### src/rtl/sd_cmd_pkg.sv
// Shared types and constants for the SD command-line engine.
package sd_cmd_pkg;
  typedef enum logic [2:0] {S_IDLE, S_SEND, S_WAIT, S_RECV, S_DONE} state_t;

  localparam logic [1:0] RSP_NONE = 2'b00;
  localparam logic [1:0] RSP_136  = 2'b01;
  localparam logic [1:0] RSP_48   = 2'b10;
  localparam logic [1:0] RSP_48B  = 2'b11;

  localparam int ERR_TIMEOUT = 0;
  localparam int ERR_CRC     = 1;
  localparam int ERR_END     = 2;
  localparam int ERR_INDEX   = 3;

  localparam int LEN_48  = 48;
  localparam int LEN_136 = 136;
endpackage

### src/rtl/sd_crc7.sv
// Serial CRC7 (x^7 + x^3 + 1), MSB-first input, cleared to zero.
module sd_crc7 (
  input  logic       clock,
  input  logic       reset,
  input  logic       clear,
  input  logic       enable,
  input  logic       bit_in,
  output logic [6:0] crc
);
  logic [6:0] r_crc;
  logic       w_fb;

  assign w_fb = bit_in ^ r_crc[6];
  assign crc  = r_crc;

  always_ff @(posedge clock) begin
    if (reset || clear) r_crc <= '0;
    else if (enable)    r_crc <= {r_crc[5:0], 1'b0} ^ {3'b000, w_fb, 2'b00, w_fb};
  end
endmodule

### src/rtl/sd_cmd_engine.sv
// SD CMD-line engine: serialises a 48-bit command frame with CRC7, then
// waits for, captures and checks the card response.
module sd_cmd_engine
  import sd_cmd_pkg::*;
#(
  parameter int NCR_TIMEOUT = 64,
  parameter int NCR_MIN     = 2
) (
  input  logic         clock,
  input  logic         reset,
  input  logic         start,
  input  logic [15:0]  command,
  input  logic [31:0]  argument,
  input  logic         cmd_i,
  output logic         cmd_o,
  output logic         cmd_oe,
  output logic         busy,
  output logic         command_complete,
  output logic [127:0] response_o,
  output logic [15:0]  error_interrupt_status_o,
  output logic [15:0]  normal_interrupt_status_o
);
  localparam int CNT_MAX = (NCR_MIN + NCR_TIMEOUT > LEN_136) ? NCR_MIN + NCR_TIMEOUT : LEN_136;
  localparam int CW      = $clog2(CNT_MAX + 1);

  state_t         r_state, w_state_nxt;
  logic [CW-1:0]  r_cnt;
  logic [47:0]    r_tx;
  logic [126:0]   r_rx;
  logic [5:0]     r_idx;
  logic           r_ichk, r_cchk;
  logic [1:0]     r_rtype;
  logic [3:0]     r_err, w_err_nxt;
  logic [15:0]    r_norm;
  logic [127:0]   r_resp;

  logic [127:0]   w_rx;
  logic           w_long;
  logic [CW-1:0]  w_len;
  logic [6:0]     w_crc;
  logic [2:0]     w_ci;
  logic           w_crc_clr, w_crc_en, w_crc_bit;
  logic           w_unused;

  assign w_unused = &{1'b0, command[15:14], command[7:5], command[2]};
  assign w_rx     = {r_rx, cmd_i};
  assign w_long   = (r_rtype == RSP_136);
  assign w_len    = w_long ? CW'(LEN_136) : CW'(LEN_48);
  assign w_ci     = 3'(6'd46 - 6'(r_cnt));

  sd_crc7 u_crc (
    .clock  (clock),
    .reset  (reset),
    .clear  (w_crc_clr),
    .enable (w_crc_en),
    .bit_in (w_crc_bit),
    .crc    (w_crc)
  );

  always_comb begin
    w_state_nxt = r_state;
    w_err_nxt   = r_err;
    w_crc_clr   = 1'b0;
    w_crc_en    = 1'b0;
    w_crc_bit   = r_tx[47];
    case (r_state)
      S_IDLE: if (start) begin
        w_state_nxt = S_SEND;
        w_err_nxt   = '0;
        w_crc_clr   = 1'b1;
      end
      S_SEND: begin
        w_crc_en = (r_cnt < CW'(40));
        if (r_cnt == CW'(47)) w_state_nxt = (r_rtype == RSP_NONE) ? S_DONE : S_WAIT;
      end
      S_WAIT: begin
        // The start bit is zero, so clearing the CRC here also accounts for it.
        if (r_cnt >= CW'(NCR_MIN) && !cmd_i) begin
          w_state_nxt = S_RECV;
          w_crc_clr   = 1'b1;
        end else if (r_cnt == CW'(NCR_MIN + NCR_TIMEOUT - 1)) begin
          w_state_nxt            = S_DONE;
          w_err_nxt[ERR_TIMEOUT] = 1'b1;
        end
      end
      S_RECV: begin
        w_crc_bit = cmd_i;
        w_crc_en  = (r_cnt < w_len - CW'(8)) && (!w_long || r_cnt >= CW'(8));
        if (r_cnt == w_len - CW'(1)) begin
          w_state_nxt = S_DONE;
          if (!cmd_i)                         w_err_nxt[ERR_END]   = 1'b1;
          if (r_cchk && (w_crc != w_rx[7:1])) w_err_nxt[ERR_CRC]   = 1'b1;
          if (!w_long && r_ichk && (w_rx[45:40] != r_idx)) w_err_nxt[ERR_INDEX] = 1'b1;
        end
      end
      S_DONE:  w_state_nxt = S_IDLE;
      default: w_state_nxt = S_IDLE;
    endcase
  end

  always_ff @(posedge clock) begin
    if (reset) begin
      r_state <= S_IDLE;
      r_cnt   <= '0;
      r_tx    <= '0;
      r_rx    <= '0;
      r_idx   <= '0;
      r_ichk  <= 1'b0;
      r_cchk  <= 1'b0;
      r_rtype <= RSP_NONE;
      r_err   <= '0;
      r_norm  <= '0;
      r_resp  <= '0;
    end else begin
      r_state <= w_state_nxt;
      r_err   <= w_err_nxt;
      if (r_state != w_state_nxt) r_cnt <= (w_state_nxt == S_RECV) ? CW'(1) : '0;
      else if (r_state != S_IDLE) r_cnt <= r_cnt + CW'(1);

      if (r_state == S_IDLE && start) begin
        r_tx    <= {2'b01, command[13:8], argument, 7'b0, 1'b1};
        r_idx   <= command[13:8];
        r_ichk  <= command[4];
        r_cchk  <= command[3];
        r_rtype <= command[1:0];
        r_norm  <= '0;
      end
      if (r_state == S_SEND) r_tx <= {r_tx[46:0], 1'b0};
      if (r_state == S_WAIT && w_state_nxt == S_RECV) r_rx <= '0;
      if (r_state == S_RECV) begin
        r_rx <= w_rx[126:0];
        if (w_state_nxt == S_DONE)
          r_resp <= w_long ? {8'b0, w_rx[127:8]} : {96'b0, w_rx[39:8]};
      end
      if (w_state_nxt == S_DONE && r_state != S_DONE)
        r_norm <= {|w_err_nxt, 14'b0, ~|w_err_nxt};
    end
  end

  // CRC bits 7..1 come straight from the CRC register; the shifter carries zeros there.
  always_comb begin
    cmd_o = 1'b1;
    if (r_state == S_SEND) begin
      if (r_cnt < CW'(40))      cmd_o = r_tx[47];
      else if (r_cnt < CW'(47)) cmd_o = w_crc[w_ci];
    end
  end

  assign cmd_oe                    = (r_state == S_SEND);
  assign busy                      = (r_state != S_IDLE);
  assign command_complete          = (r_state == S_DONE);
  assign response_o                = r_resp;
  assign error_interrupt_status_o  = {12'b0, r_err};
  assign normal_interrupt_status_o = r_norm;
endmodule

### config.mk
export PLATFORM = sky130hd
export DESIGN_NAME = sd_cmd_engine
export DESIGN_NICKNAME = d
export VERILOG_FILES = /design/src/rtl/sd_cmd_pkg.sv /design/src/rtl/sd_crc7.sv /design/src/rtl/sd_cmd_engine.sv
export SDC_FILE = /design/constraint.sdc
export NUM_CORES = 1
export LEC_CHECK = 0
export BUFFER_PORTS_ARGS = -buffer_cell sky130_fd_sc_hd__clkbuf_2
export CAP_MARGIN = 15
export CORE_UTILIZATION = 35
export DETAILED_ROUTE_END_ITERATION = 16
export SETUP_SLACK_MARGIN = 0.15
export SLEW_MARGIN = 15
export SYNTH_ARGS = -nofsm -noshare
export SYNTH_HDL_FRONTEND = slang
export SYNTH_HIERARCHICAL = 1
export SYNTH_SLANG_ARGS = --single-unit
### constraint.sdc
create_clock -name clock -period 5.02 [get_ports clock]
set_input_delay 1.255 -clock clock [delete_from_list [all_inputs] [get_ports clock]]
set_output_delay 1.255 -clock clock [all_outputs]
set_load 0.05 [all_outputs]
==> reports/metrics.cfg <==
[floorplanning]
ios = 216
rows = 67
die_area_um2 = 35500
start_util = 0.359
core_um2 = 33900
die_width_um = 188
die_y_um = 188

[global_route]
antenna_found_initial = 0
grt_max_degree = 154
grt_usage = 0.156
grt_pass1_wl_um = 46700
overflow = 0
grt_pass1_vias = 9107

[min_path]
worstHoldStart = r_ichk$_SDFFE_PP0P_
min_path_type = register to register
holdPathStages = 2

[cts]
postCtsSetupBuffers = 0
htreeDepth = 2
cts.reportedPaths.clkPinSlew_ns = 0.06
clockRootBuffer = clkbuf_16
clk_latency_ns = 0.52
cts_resized = 0
cts.sinks = 329
clock_path_buffers = 3
hold_buffers = 0
cts_made_buffers = 36
cts_tree = done

[timing]
final-setup-viol-count = 0
tightest_slew_ns = 1.04
max_slew_margin = 0.301
hold_violations = 0
maxSlewViolCount = 0
clock_skew_ns = 0.0202
finalSetupTns_ns = 0
fin_crit_ns = 4.02
period_share = 0.801
layout_setup_ws_ns = 1.00
fmax_mhz = 249
rsz0062_at_grt = no

[pwr]
irDropWorstVdd_mv = 0.215
p_leak_uw = 0.00553
finalPower_uw = 5500
power.density_nw_per_um2 = 385

[yosys]
syn_area_um2 = 12200
seq_area_frac_synth = 0.541
async_flop_share = 0
ys.flop_type = dfxtp_1
synth-edff-count = 0
synth.avg_cell_area_um2 = 8.90
synth_cells = 1368
synth_warnings = 6
synth_cell_types = 57
ys_ff_latch = 329

[route]
drt_iter0_drc = 631
vias = 9883
postRouteAntennaNets = 0
drt_wl_total_um = 28500
route.detailed.drc = 0
drt_pre_antenna_iters = 5
via_per_inst = 5.07
wl_per_cell_um = 14.6

[cells_and_area]
finalNetCount = 1537
area_growth_pct = 17.5
drive_above_1_share = 0.170
design_area_um2 = 14300
n_antenna_cell = 0
fin_cells = 1950

[critical_path]
worstPathMaxFanout = 78
cp-end-kind = primary output
worstPathRequired_ns = 3.76
start_kind = register
crit_start = r_state[0]$_SDFF_PP0_
critPathKind = register to primary output
reg2reg_from = r_rtype[1]$_SDFFE_PP0P_
reg2reg_depth = 9
arrival_ns = 2.76

[flow_run]
drv_cap = 0

[placement]
portBuffers = 175
gp_congestion = 0.846
dp.final_hpwl_um = 17100
placed_cells = 1889
postPlaceCellArea_um2 = 13200
dp_slack_ns = 1.49

[outcome]
status = finished, final reports clean

## per-stage QoR
| step | util | hold WS [ns] |
|---|---|---|
| after floorplan | - | 0.437 |
| after global placement | 0.389 | 0.444 |
| after detailed placement | 0.389 | 0.448 |
| after CTS | 0.422 | 0.458 |
| after global routing | 0.422 | 0.484 |
| final | 0.422 | 0.454 |
## report_power, final
part | switching (µW) | internal [µW]
sequential | 24.8 | 2650
combinational | 200 | 69.5
clock | 1040 | 1510
## state kept, by name, summed over array words and instances (netlist names)
| signal | cells |
|---|---|
| normal_interrupt_status_o | 2 |
| r_cchk | 1 |
| r_cnt | 8 |
| r_err | 4 |
| r_ichk | 1 |
| r_idx | 6 |
| r_rtype | 2 |
| r_rx | 127 |
| r_state | 3 |
| r_tx | 48 |
| response_o | 120 |
| u_crc/crc | 7 |
## placed cells by master (no fill, tap or decap), drive strengths merged, types with 3 or more instances in the layout
cell type and n:
dfxtp 329, nor2 279, clkbuf 225, a22oi 211, nand2 190, a21oi 56, a311oi 38, conb 34
buf 15, xnor2 10, xor2 10, nand3 8, mux2i 8, nor3 8, clkinv 8, o21ai 7
inv 7, nand4 6, ha 6, nor4 4, and3 3, a31oi 3, nand3b 3
## worst max-delay path: stages (launching register included)
cell      delay, ns
dfxtp_1        0.47
inv_2          0.10
or3_2          0.50
buf_4          0.35
clkinv_4       0.23
nand3_1        0.13
o22a_1         0.23
clkbuf_2       0.24
## synthesized netlist by cell type, types with 2 or more instances
| master | instances | area, µm² |
|---|---|---|
| inv_1 | 5 | 18.8 |
| nand3_1 | 8 | 40.0 |
| a22oi_1 | 211 | 1580 |
| mux2i_1 | 8 | 80.1 |
| nand4_1 | 6 | 37.5 |
| or2_1 | 2 | 12.5 |
| xnor2_1 | 10 | 87.6 |
| a311oi_1 | 38 | 333 |
| o21bai_1 | 2 | 15.0 |
| a31oi_1 | 3 | 18.8 |
| a22o_1 | 2 | 17.5 |
| buf_4 | 34 | 255 |
| or4_1 | 2 | 15.0 |
| nor3_1 | 7 | 35.0 |
| and3_1 | 3 | 18.8 |
| nand3b_1 | 2 | 15.0 |
| a21oi_1 | 56 | 280 |
| nand4b_1 | 2 | 17.5 |
| xor2_1 | 10 | 87.6 |
| nor2_1 | 279 | 1050 |
| or3_1 | 2 | 12.5 |
| dfxtp_1 | 329 | 6590 |
| ha_1 | 6 | 75.1 |
| buf_1 | 8 | 30.0 |
| buf_6 | 2 | 22.5 |
| clkbuf_1 | 92 | 345 |
| nand2b_1 | 2 | 12.5 |
| buf_2 | 13 | 65.1 |
| o21ai_0 | 7 | 35.0 |
| nand2_1 | 189 | 709 |
| nor4_1 | 2 | 12.5 |
## cells by family after synthesis
| family | synth area share |
|---|---|
| other | 0.000308 |
| AO/OA/AOI/OAI | 0.196 |
| XOR/XNOR | 0.0144 |
| flip-flops | 0.541 |
| AND/OR/NAND/NOR | 0.172 |
| adder cells (fa/ha/maj) | 0.00617 |
| buffers and inverters | 0.0619 |
| multiplexers | 0.00843 |
## layer usage
layer | vias to the layer above | global-route usage | share of wire
li1 | 4918 | - | -
met1 | 4705 | 0.206 | 0.46
met5 | - | 0 | 0
met2 | 217 | 0.257 | 0.47
met4 | 0 | 0.0453 | 0.019
met3 | 43 | 0.0315 | 0.051
## final timing paths
| path | endpoint | slack [ns] |
|---|---|---|
| hold reg to reg | r_ichk$_SDFFE_PP0P_ | 0.45 |
| setup / recovery | cmd_o | 1.00 |
| setup reg to reg | response_o[70]$_SDFFE_PP0P_ | 1.62 |
| hold / removal | r_ichk$_SDFFE_PP0P_ | 0.45 |
## final cells by class
| class | count | area [µm²] |
|---|---|---|
| sequential | 329 | 6590 |
| timing repair buffer | 189 | 991 |
| clock buffer | 51 | 1020 |
| fill | 3352 | 19600 |
| multi-input combinational | 915 | 4990 |
| tap | 448 | 561 |
| inverter | 8 | 35.0 |
| clock inverter | 10 | 118 |
(Power assumes the default switching activity.)
